**src/rtl/mmio_pkg.sv**
```systemverilog
`timescale 1ns/1ps
`default_nettype none
// ============================================================================
// Module   : mmio_pkg
// Brief    : Shared encodings for the MMIO load/store bridge.
// Revision : 1.0 - initial release
// ============================================================================
package mmio_pkg;

    localparam logic [1:0] SZ_B = 2'b00;
    localparam logic [1:0] SZ_H = 2'b01;
    localparam logic [1:0] SZ_W = 2'b10;

    localparam logic [1:0] ERR_NONE  = 2'b00;
    localparam logic [1:0] ERR_MISAL = 2'b01;
    localparam logic [1:0] ERR_UNMAP = 2'b10;
    localparam logic [1:0] ERR_TMO   = 2'b11;

    typedef enum logic [1:0] {
        ST_IDLE   = 2'd0,
        ST_ACCESS = 2'd1,
        ST_RESP   = 2'd2
    } state_e;

    // Size 2'b11 is not a legal access width and is reported like a misalignment.
    function automatic logic is_misaligned(input logic [1:0] size, input logic [1:0] off);
        logic bad;
        case (size)
            SZ_B:    bad = 1'b0;
            SZ_H:    bad = off[0];
            SZ_W:    bad = |off;
            default: bad = 1'b1;
        endcase
        return bad;
    endfunction

endpackage
`default_nettype wire

```
**src/rtl/mmio_lane_align.sv**
```systemverilog
`timescale 1ns/1ps
`default_nettype none
// ============================================================================
// Module   : mmio_lane_align
// Brief    : Combinational byte-lane steering for stores, extract/extend for loads.
// Revision : 1.0 - initial release
// ============================================================================
module mmio_lane_align
    import mmio_pkg::*;
(
    input  logic [1:0]  i_st_size,
    input  logic [1:0]  i_st_off,
    input  logic [31:0] i_st_data,
    output logic [3:0]  o_st_be,
    output logic [31:0] o_st_data,
    input  logic [1:0]  i_ld_size,
    input  logic        i_ld_unsigned,
    input  logic [1:0]  i_ld_off,
    input  logic [31:0] i_ld_word,
    output logic [31:0] o_ld_data
);

    logic [7:0]  w_ld_byte;
    logic [15:0] w_ld_half;

    always_comb begin
        o_st_be   = 4'b0000;
        o_st_data = i_st_data;
        case (i_st_size)
            SZ_B: begin
                o_st_be   = 4'b0001 << i_st_off;
                o_st_data = {4{i_st_data[7:0]}};
            end
            SZ_H: begin
                o_st_be   = i_st_off[1] ? 4'b1100 : 4'b0011;
                o_st_data = {2{i_st_data[15:0]}};
            end
            SZ_W: begin
                o_st_be   = 4'b1111;
                o_st_data = i_st_data;
            end
            default: begin
                o_st_be   = 4'b0000;
                o_st_data = i_st_data;
            end
        endcase
    end

    always_comb begin
        w_ld_byte = 8'h00;
        case (i_ld_off)
            2'd0:    w_ld_byte = i_ld_word[7:0];
            2'd1:    w_ld_byte = i_ld_word[15:8];
            2'd2:    w_ld_byte = i_ld_word[23:16];
            default: w_ld_byte = i_ld_word[31:24];
        endcase
        w_ld_half = i_ld_off[1] ? i_ld_word[31:16] : i_ld_word[15:0];

        o_ld_data = 32'h0;
        case (i_ld_size)
            SZ_B: o_ld_data = i_ld_unsigned ? {24'h0, w_ld_byte}
                                            : {{24{w_ld_byte[7]}}, w_ld_byte};
            SZ_H: o_ld_data = i_ld_unsigned ? {16'h0, w_ld_half}
                                            : {{16{w_ld_half[15]}}, w_ld_half};
            SZ_W: o_ld_data = i_ld_word;
            default: o_ld_data = 32'h0;
        endcase
    end

endmodule
`default_nettype wire

```
**src/rtl/mmio_bus_ctrl.sv**
```systemverilog
`timescale 1ns/1ps
`default_nettype none
// ============================================================================
// Module   : mmio_bus_ctrl
// Brief    : Table-decoded load/store bridge from the core data port to MMIO slaves.
// Revision : 1.0 - initial release
// ============================================================================
module mmio_bus_ctrl
    import mmio_pkg::*;
#(
    parameter int                     NUM_SLAVES = 4,
    parameter logic [NUM_SLAVES*32-1:0] SLV_BASE = {32'h0005_0000, 32'h0004_0000,
                                                    32'h0003_2000, 32'h0000_0000},
    parameter logic [NUM_SLAVES*32-1:0] SLV_MASK = {32'hFFFF_FF00, 32'hFFFF_FF00,
                                                    32'hFFFF_FFF0, 32'hFFFF_0000},
    parameter int                     TIMEOUT    = 16
) (
    input  logic                     clk_i,
    input  logic                     rst_i,
    input  logic                     req_valid_i,
    output logic                     req_ready_o,
    input  logic                     req_we_i,
    input  logic [1:0]               req_size_i,
    input  logic                     req_unsigned_i,
    input  logic [31:0]              req_addr_i,
    input  logic [31:0]              req_wdata_i,
    output logic                     rsp_valid_o,
    output logic [31:0]              rsp_rdata_o,
    output logic [1:0]               rsp_err_o,
    output logic [NUM_SLAVES-1:0]    slv_sel_o,
    output logic                     slv_we_o,
    output logic [3:0]               slv_be_o,
    output logic [31:0]              slv_addr_o,
    output logic [31:0]              slv_wdata_o,
    input  logic [NUM_SLAVES*32-1:0] slv_rdata_i,
    input  logic [NUM_SLAVES-1:0]    slv_ack_i
);

    localparam int CNT_W = (TIMEOUT > 2) ? $clog2(TIMEOUT) : 1;
    localparam logic [CNT_W-1:0] C_CNT_LAST = CNT_W'(TIMEOUT - 1);

    state_e                r_state_q,     w_state_d;
    logic                  r_we_q,        w_we_d;
    logic [1:0]            r_size_q,      w_size_d;
    logic                  r_uns_q,       w_uns_d;
    logic [31:0]           r_addr_q,      w_addr_d;
    logic [31:0]           r_wdata_q,     w_wdata_d;
    logic [3:0]            r_be_q,        w_be_d;
    logic [NUM_SLAVES-1:0] r_sel_q,       w_sel_d;
    logic [CNT_W-1:0]      r_cnt_q,       w_cnt_d;
    logic [31:0]           r_rsp_rdata_q, w_rsp_rdata_d;
    logic [1:0]            r_rsp_err_q,   w_rsp_err_d;

    logic [NUM_SLAVES-1:0] w_hit;
    logic [NUM_SLAVES-1:0] w_sel_dec;
    logic                  w_misal;
    logic                  w_unmap;
    logic                  w_dec_err;
    logic [31:0]           w_rdata_sel;
    logic                  w_ack;
    logic                  w_tmo;
    logic [3:0]            w_st_be;
    logic [31:0]           w_st_data;
    logic [31:0]           w_ld_data;

    generate
        for (genvar gi = 0; gi < NUM_SLAVES; gi++) begin : g_dec
            assign w_hit[gi] = (req_addr_i & SLV_MASK[32*gi +: 32]) == SLV_BASE[32*gi +: 32];
        end
    endgenerate

    // Descending scan so the lowest-indexed overlapping region wins.
    always_comb begin
        w_sel_dec = '0;
        for (int i = NUM_SLAVES - 1; i >= 0; i--) begin
            if (w_hit[i]) begin
                w_sel_dec    = '0;
                w_sel_dec[i] = 1'b1;
            end
        end
    end

    assign w_misal   = is_misaligned(req_size_i, req_addr_i[1:0]);
    assign w_unmap   = ~|w_hit;
    assign w_dec_err = w_misal | w_unmap;

    always_comb begin
        w_rdata_sel = 32'h0;
        for (int i = 0; i < NUM_SLAVES; i++) begin
            if (r_sel_q[i]) begin
                w_rdata_sel = w_rdata_sel | slv_rdata_i[32*i +: 32];
            end
        end
    end

    assign w_ack = |(slv_ack_i & r_sel_q);
    assign w_tmo = (r_cnt_q == C_CNT_LAST);

    mmio_lane_align u_lane (
        .i_st_size     (req_size_i),
        .i_st_off      (req_addr_i[1:0]),
        .i_st_data     (req_wdata_i),
        .o_st_be       (w_st_be),
        .o_st_data     (w_st_data),
        .i_ld_size     (r_size_q),
        .i_ld_unsigned (r_uns_q),
        .i_ld_off      (r_addr_q[1:0]),
        .i_ld_word     (w_rdata_sel),
        .o_ld_data     (w_ld_data)
    );

    always_ff @(posedge clk_i) begin
        if (rst_i) begin
            r_state_q <= ST_IDLE;
        end else begin
            r_state_q <= w_state_d;
        end
    end

    always_comb begin
        w_state_d = r_state_q;
        case (r_state_q)
            ST_IDLE: begin
                if (req_valid_i) begin
                    w_state_d = w_dec_err ? ST_RESP : ST_ACCESS;
                end
            end
            ST_ACCESS: begin
                if (w_ack || w_tmo) begin
                    w_state_d = ST_RESP;
                end
            end
            ST_RESP: w_state_d = ST_IDLE;
            default: w_state_d = ST_IDLE;
        endcase
    end

    always_comb begin
        req_ready_o = 1'b0;
        rsp_valid_o = 1'b0;
        slv_sel_o   = '0;
        slv_we_o    = 1'b0;
        slv_be_o    = 4'b0000;
        case (r_state_q)
            ST_IDLE:   req_ready_o = 1'b1;
            ST_ACCESS: begin
                slv_sel_o = r_sel_q;
                slv_we_o  = r_we_q;
                slv_be_o  = r_be_q;
            end
            ST_RESP:   rsp_valid_o = 1'b1;
            default:   req_ready_o = 1'b0;
        endcase
    end

    assign rsp_rdata_o = r_rsp_rdata_q;
    assign rsp_err_o   = r_rsp_err_q;
    assign slv_addr_o  = r_addr_q;
    assign slv_wdata_o = r_wdata_q;

    always_comb begin
        w_we_d        = r_we_q;
        w_size_d      = r_size_q;
        w_uns_d       = r_uns_q;
        w_addr_d      = r_addr_q;
        w_wdata_d     = r_wdata_q;
        w_be_d        = r_be_q;
        w_sel_d       = r_sel_q;
        w_cnt_d       = r_cnt_q;
        w_rsp_rdata_d = r_rsp_rdata_q;
        w_rsp_err_d   = r_rsp_err_q;
        case (r_state_q)
            ST_IDLE: begin
                if (req_valid_i) begin
                    w_we_d    = req_we_i;
                    w_size_d  = req_size_i;
                    w_uns_d   = req_unsigned_i;
                    w_addr_d  = req_addr_i;
                    w_wdata_d = w_st_data;
                    w_cnt_d   = '0;
                    w_sel_d   = '0;
                    w_be_d    = 4'b0000;
                    if (w_misal) begin
                        w_rsp_rdata_d = 32'h0;
                        w_rsp_err_d   = ERR_MISAL;
                    end else if (w_unmap) begin
                        w_rsp_rdata_d = 32'h0;
                        w_rsp_err_d   = ERR_UNMAP;
                    end else begin
                        w_sel_d = w_sel_dec;
                        w_be_d  = req_we_i ? w_st_be : 4'b0000;
                    end
                end
            end
            ST_ACCESS: begin
                if (w_ack) begin
                    w_rsp_rdata_d = r_we_q ? 32'h0 : w_ld_data;
                    w_rsp_err_d   = ERR_NONE;
                end else if (w_tmo) begin
                    w_rsp_rdata_d = 32'h0;
                    w_rsp_err_d   = ERR_TMO;
                end else begin
                    w_cnt_d = r_cnt_q + CNT_W'(1);
                end
            end
            default: begin
                w_cnt_d = r_cnt_q;
            end
        endcase
    end

    always_ff @(posedge clk_i) begin
        if (rst_i) begin
            r_we_q        <= 1'b0;
            r_size_q      <= SZ_B;
            r_uns_q       <= 1'b0;
            r_addr_q      <= 32'h0;
            r_wdata_q     <= 32'h0;
            r_be_q        <= 4'b0000;
            r_sel_q       <= '0;
            r_cnt_q       <= '0;
            r_rsp_rdata_q <= 32'h0;
            r_rsp_err_q   <= ERR_NONE;
        end else begin
            r_we_q        <= w_we_d;
            r_size_q      <= w_size_d;
            r_uns_q       <= w_uns_d;
            r_addr_q      <= w_addr_d;
            r_wdata_q     <= w_wdata_d;
            r_be_q        <= w_be_d;
            r_sel_q       <= w_sel_d;
            r_cnt_q       <= w_cnt_d;
            r_rsp_rdata_q <= w_rsp_rdata_d;
            r_rsp_err_q   <= w_rsp_err_d;
        end
    end

endmodule
`default_nettype wire

```
**config.mk**
```make
export PLATFORM = sky130hd
export DESIGN_NAME = mmio_bus_ctrl
export DESIGN_NICKNAME = d
export VERILOG_FILES = /design/src/rtl/mmio_pkg.sv /design/src/rtl/mmio_lane_align.sv /design/src/rtl/mmio_bus_ctrl.sv
export SDC_FILE = /design/constraint.sdc
export NUM_CORES = 1
export LEC_CHECK = 0
export ABC_AREA = 1
export CORE_MARGIN = 2
export CORE_UTILIZATION = 43
export CTS_CLUSTER_SIZE = 10
export DETAILED_ROUTE_END_ITERATION = 7
export PLACE_DENSITY = 0.87
export SLEW_MARGIN = 20
export SYNTH_ARGS = -nofsm -noshare
export SYNTH_HDL_FRONTEND = slang
export SYNTH_HIERARCHICAL = 1
export SYNTH_SLANG_ARGS = --single-unit
```
**constraint.sdc**
```tcl
create_clock -name clk_i -period 2.4 [get_ports clk_i]
set_input_delay 0.6 -clock clk_i [delete_from_list [all_inputs] [get_ports clk_i]]
set_output_delay 0.6 -clock clk_i [all_outputs]
set_load 0.02 [all_outputs]
```
Yosys cells after proc, flatten, opt, wreduce, memory -nomap -nowiden
Cells that the tools add are included.
{"block": "totals", "ff_bits": 116, "in_bits": 203, "output_inout_bits": 109, "word_cells": 99}
{"block": "classes", "n_addsub": 1, "eq_ne": 18, "shifts": 1, "mux": 48, "bitwise": 5, "n_reduce_logical": 15}
{"cell": "2-to-1 mux 32 bit", "n": 12}
{"cell": "case mux 32 bit (2 select lines)", "n": 2}
{"cell": "bitwise OR 32 bit", "n": 3}
{"cell": "case mux 32 bit (3 select lines)", "n": 1}
{"cell": "2-to-1 mux 4 bit", "n": 15}
{"cell": "equality test 24 x 11 -> 1 bit (second input constant)", "n": 2}
{"cell": "logical NOT 32 bit", "n": 1}
{"cell": "equality test 28 x 14 -> 1 bit (second input constant)", "n": 1}
{"cell": "case mux 8 bit (3 select lines)", "n": 1}
{"cell": "2-to-1 mux 16 bit", "n": 1}
{"cell": "2-to-1 mux 2 bit", "n": 8}
{"cell": "case mux 4 bit (3 select lines)", "n": 1}
{"cell": "equality test 2 x 1 -> 1 bit (second input constant)", "n": 4}
{"cell": "equality test 2 bit (second input constant)", "n": 4}
{"cell": "logical NOT 2 bit", "n": 4}
{"cell": "!= test 2 bit (second input constant)", "n": 4}
{"cell": "case mux 2 bit (2 select lines)", "n": 2}
{"cell": "case mux 4 bit (2 select lines)", "n": 1}
{"cell": "AND reduction 4 bit", "n": 2}
{"cell": "OR reduction 4 bit", "n": 2}
{"cell": "!= test 3 bit (second input constant)", "n": 2}
{"cell": "adder 4 x 1 -> 4 bit (second input constant)", "n": 1}
{"cell": "bitwise AND 4 bit", "n": 1}
{"cell": "equality test 4 bit (second input constant)", "n": 1}
{"cell": "9 further kinds", "n": 12}

Depth between registers and ports, before layout
{"block": "depth", "depth_word": 13, "ltp_mapped": 15, "depth_no_buf": 13}

Modules after synthesis
The synthesis kept the hierarchy.
{"mod": "mmio_bus_ctrl", "instances": 1, "cells_per_inst": 857, "area_each_um2": 5719.2, "seq_area_each_um2": 2322.2}
{"mod": "mmio_lane_align", "instances": 1, "cells_per_inst": 308, "area_each_um2": 1372.6, "seq_area_each_um2": 0.0}

Worst setup path after synthesis
Ideal clock, no wire load.
{"block": "synth_path", "path_kind": "register to register", "startpoint": "reg r_sel_q[3]", "endpoint": "reg r_rsp_rdata_q[27] (netlist: rsp_rdata_o[27])", "setup_ns": 0.064, "arrival_time_ns": 1.664, "t_required_ns": 2.336, "setup_slack_ns": 0.673, "path_stages_with_launch": 14, "n_path_buf": 3, "synth_period_minus_slack_ns": 1.727, "path_cell_list": "dfxtp_1 > buf_2 > clkbuf_1 > nand2_1 > nand4_1 > o21ai_0 > nand3_1 > nand3_4 > buf_4 > nand2_1 > inv_1 > nor2_1 > nor2_1 > nor2_1"}
{"block": "synth_between", "elab_chain_cells": 7, "word_cells_on_any_way": 13, "cone_classes": "eq/ne: 1; mux: 9; bitwise: 1; reduce/logical: 2"}
{"item": "from (decl)", "line_no": "mmio_bus_ctrl.sv:49", "text": "logic [NUM_SLAVES-1:0] r_sel_q, w_sel_d;"}
{"item": "from (signal assigned)", "line_no": "mmio_bus_ctrl.sv:231", "text": "r_sel_q <= w_sel_d;"}
{"item": "2-to-1 mux 32 bit *", "line_no": "mmio_bus_ctrl.sv:90", "text": "if (r_sel_q[i]) begin"}
{"item": "net w_rdata_sel[15]", "line_no": "mmio_bus_ctrl.sv:59", "text": "logic [31:0] w_rdata_sel;"}
{"item": "case mux 8 bit (3 select lines) or 2-to-1 mux 16 bit (tied branches)", "line_no": "mmio_lane_align.sv:51, mmio_lane_align.sv:57"}
{"item": "2-to-1 mux 32 bit (on tied branches)", "line_no": "mmio_lane_align.sv:61, mmio_lane_align.sv:63"}
{"item": "case mux 32 bit (3 select lines) *", "line_no": "mmio_lane_align.sv:60", "text": "case (i_ld_size)"}
{"item": "net w_ld_data[27]", "line_no": "mmio_bus_ctrl.sv:64", "text": "logic [31:0] w_ld_data;"}
{"item": "2-to-1 mux 32 bit *", "line_no": "mmio_bus_ctrl.sv:197", "text": "w_rsp_rdata_d = r_we_q ? 32'h0 : w_ld_data;"}
{"item": "2-to-1 mux 32 bit *", "line_no": "mmio_bus_ctrl.sv:196", "text": "if (w_ack) begin"}
{"item": "case mux 32 bit (2 select lines) *", "line_no": "mmio_bus_ctrl.sv:172", "text": "case (r_state_q)"}
{"item": "to (signal assigned)", "line_no": "mmio_bus_ctrl.sv:233", "text": "r_rsp_rdata_q <= w_rsp_rdata_d;"}
{"item": "to (decl)", "line_no": "mmio_bus_ctrl.sv:51", "text": "logic [31:0] r_rsp_rdata_q, w_rsp_rdata_d;"}
Mark *: on every way through the listed nets, which the timed path passes. The rest lies on a longest branch.
A chain may end at the register's enable or synchronous reset.

Worst setup path in the final report
{"block": "layout_path", "startpoint": "reg r_state_q[1]", "endpoint": "out rsp_valid_o"}
{"block": "layout_between", "elab_chain_cells": 2}
{"item": "from (decl)", "line_no": "mmio_bus_ctrl.sv:42", "text": "state_e r_state_q, w_state_d;"}
{"item": "from (signal assigned)", "line_no": "mmio_bus_ctrl.sv:116", "text": "r_state_q <= w_state_d;"}
{"item": "equality test 2 bit", "line_no": "mmio_bus_ctrl.sv:144", "text": "case (r_state_q)"}
{"item": "2-to-1 mux 1 bit", "line_no": "mmio_bus_ctrl.sv:144"}
{"item": "to (decl)", "line_no": "mmio_bus_ctrl.sv:27", "text": "output logic rsp_valid_o,"}
Every way passes these cells.

==> summary.md <==
| Metric | Value |
|---|---|
| Layout cells sized above 1 | `8.27%` |
| Result of the run | `finished, final reports clean` |
| Leak | `4.93 nW` |
| Drt wl/cell | `15.8 um` |
| DR vias/cell | `5.18` |
| Hold path endpoint | `slv_wdata_o[10]$_SDFFE_PP0P_` |
| Register area | `2320 um2` |
| Setup crit start kind | `flop` |
| Setup violators final | `0` |
| Psw | `about 2 mW` |
| Hold crit path type | `flop to flop` |
| Pre-antenna DRT Iters | `5` |
| Peak VDD IR | `0.594 mV` |
| Fillers | `1,404` |
| Clock slew at reported path FFs | `0.06 ns` |
| DR vias | `8,701` |
| IO buf count | `a little over 300` |
| Post-synth cell types | `37` |
| Tot GR Track Use | `29.9%` |
| DP Area | `roughly 10,000 um2` |
| Clock Latency Late Sink | `0.41 ns` |
| Cells on worst reg2reg path | `11` |
| DR DRC count | `0` |
| WHS | `0.468 ns` |
| Combinational Power Share | `a little over a quarter` |
| Worst reg2reg path startpoint | `r_sel_q[3]$_SDFFE_PP0P_` |
| R2R Setup Slk | `0.16 ns` |
| Reg2reg end | `rsp_rdata_o[31]$_SDFFE_PP0P_` |
| Hold_buf cts | `0` |
| Initial Util | `roughly 44%` |
| DP HPWL | `20.1 mm` |
| Internal power | `4.52 mW` |
| H-tree levels | `4` |
| Syn Inst Count | `approximately 1,200` |
| Critical path arrival | `1.68 ns` |
| CTS sink cnt | `approximately 120` |
| Hold Fails Final Rpt | `0` |
| Die outline width | `132 um` |
| Pwr dens | `592 nW/um2` |
| Share of flip-flops with an asynchronous set or reset | `0%` |
| Crit-path max FO | `3` |
| Diode count | `0` |
| Post-layout instance area | `~11,000 um2` |
| Fin. max-slew vios | `0` |
| Sw frac | `30.3%` |
| Post-CTS resize count | `11` |
| Clock Power Share | `38.8%` |
| Post-Route WL | `26.6 mm` |
| Layout Nets | `approximately 1,700` |
| Vias in the first global route | `8,403` |
| Hold_sp | `slv_wdata_o[10]$_SDFFE_PP0P_` |
| CTS Root Cell | `clkbuf_16` |
| Worst-Margin Slew | `0.663 ns` |
| Hold depth | `2` |
| Max Fclk | `~440 MHz` |
| # rows | `46` |
| Syn nets | `approximately 1,400` |
| Yosys warns | `6` |
| Commonest non-fill, non-tap cell in the layout | `nand2_1` |
| Final ANT Viol Nets | `0` |
| Flops & latches, synth | `116` |
| First-pass GRT wire length | `42.3 mm` |
| Synthesized area per cell | `6.09 um2` |
| Routability cong. | `0.980` |
| Number of CTS-inserted buffers | `17` |
| Post-layout util | `between 60% and 70%` |
| WP data required | `1.80 ns` |
| EDFF count, synth | `0` |
| Multi-input gate area in the final layout | `4010 um2` |
| Most frequent cells in the layout | `nand2_1, clkdlybuf4s50_1, nand3_1` |
| Seq pwr share | `about a third` |
| Die H | `132 um` |
| Core ar. | `16,000 um2` |
| DIE AREA | `17,500 um2` |
| Post-route minimum period | `2.28 ns` |
| Worst Setup End Kind | `output port` |
| # IOs | `312` |
| Post-CTS Setup Inserts | `0` |
| RSZ-0062 raised after global routing | `false` |
| Clk buf depth | `2` |
| Initial antenna violation count | `0` |
| Top FF cell, synth | `dfxtp_1` |
| Crit path kind | `flop to output port` |
| Clk_skew | `between 0.01 and 0.015 ns` |
| Register area share after synthesis | `approximately a third` |
| Area growth syn-to-layout | `54.4%` |
| Max-Slew Margin vs Limit | `between 50 and 60%` |
| Max Cap Viol | `0` |
| Total gr overflow | `0` |
| Violation count after the first detailed-route iteration | `670` |
| Final period utilization | `a little over nine tenths` |
| Largest net degree at the start of global routing | `60` |
| Mapped Area | `7090 um2` |
| CTS tree | `yes` |
## how the worst max path moves through the flow
stage / startpoint / endpoint / slack (ns) / depth (start not counted)
global placement: slv_ack_i[2] / rsp_rdata_o[27]$_SDFFE_PP0P_ / -0.24 / 8
detailed placement: slv_ack_i[3] / rsp_rdata_o[6]$_SDFFE_PP0P_ / -0.36 / 8
floorplan: r_sel_q[3]$_SDFFE_PP0P_ / rsp_rdata_o[27]$_SDFFE_PP0P_ / 0.67 / 13
finish: r_state_q[1]$_SDFFE_PP0P_ / rsp_valid_o / 0.12 / 3
global route: r_sel_q[3]$_SDFFE_PP0P_ / rsp_rdata_o[28]$_SDFFE_PP0P_ / 0.002 / 11
CTS: slv_ack_i[3] / rsp_rdata_o[6]$_SDFFE_PP0P_ / 0.06 / 8
## sequential cells by signal (all words and copies together), names as in the netlist
signal / count
r_we_q: 1
rsp_err_o: 2
r_sel_q: 4
r_state_q: 2
slv_addr_o: 32
r_uns_q: 1
slv_wdata_o: 32
r_be_q: 4
r_size_q: 2
r_cnt_q: 4
rsp_rdata_o: 32
## through the flow
| stage | instances | setup slack [ns] | TNS, ns | power, mW |
|---|---|---|---|---|
| floorplan | 1165 | 0.673 | 0 | 3.13 |
| global placement | 1648 | -0.238 | -6.86 | 3.95 |
| detailed placement | 1648 | -0.360 | -9.01 | 3.98 |
| CTS | 1679 | 0.0623 | 0 | 6.50 |
| global route | 1679 | 0.00159 | 0 | 6.76 |
| finish | 1679 | 0.125 | 0 | 6.48 |
## synthesized netlist by cell type (10+ instances only)
library cell | number | area share (%)
a21oi_1 | 34 | 2.4
a22oi_1 | 10 | 1.1
buf_2 | 22 | 1.6
buf_4 | 15 | 1.6
buf_6 | 13 | 2.1
clkbuf_1 | 27 | 1.4
dfxtp_1 | 116 | 33
inv_1 | 64 | 3.4
nand2_1 | 514 | 27
nand3_1 | 115 | 8.1
nand3_2 | 20 | 2.8
nand4_1 | 36 | 3.2
nor2_1 | 99 | 5.2
o21ai_0 | 31 | 2.2
## layout make-up
class / instances / area share (%)
multi-input cells: 893 / 36.6
repair buffers: 346 / 31.6
flip-flops and latches: 116 / 21.2
clock buffers: 18 / 4.01
inverters: 77 / 2.69
well taps: 216 / 2.47
clock inverters: 13 / 1.35
## power groups by stage
stage	Sequential (mW)	Combinational [mW]	Clock [mW]
3_3_place_gp	2.26	1.69	0
2_1_floorplan	2.45	0.677	0
3_5_place_dp	2.27	1.71	0
4_1_cts	2.23	1.72	2.54
6_report	2.24	1.73	2.52
5_1_grt	2.26	1.87	2.63
## critical path, stage by stage (launching register included)
cell             delay (ns)
dfxtp_1                0.42
inv_1                  0.06
nor2_1                 0.15
clkdlybuf4s50_1        0.64
## kinds of logic after synthesis
family          after synthesis  synth area share (%)
simple gates                805                  49.2
buf+inv                     156                  10.9
compound gates               87                  6.99
fa+ha+maj                     1                 0.176
flops                       116                  32.7
## metal layers
metal  track usage [%]  vias to the layer above  wire length (um)
met5                 0                        -                 0
met4              11.5                        0               987
met3              9.77                       83              2320
met2              50.4                      407             12800
met1              35.3                     3950             10500
li1                  -                     4261                 -
Power figures use the tool's default switching activity.
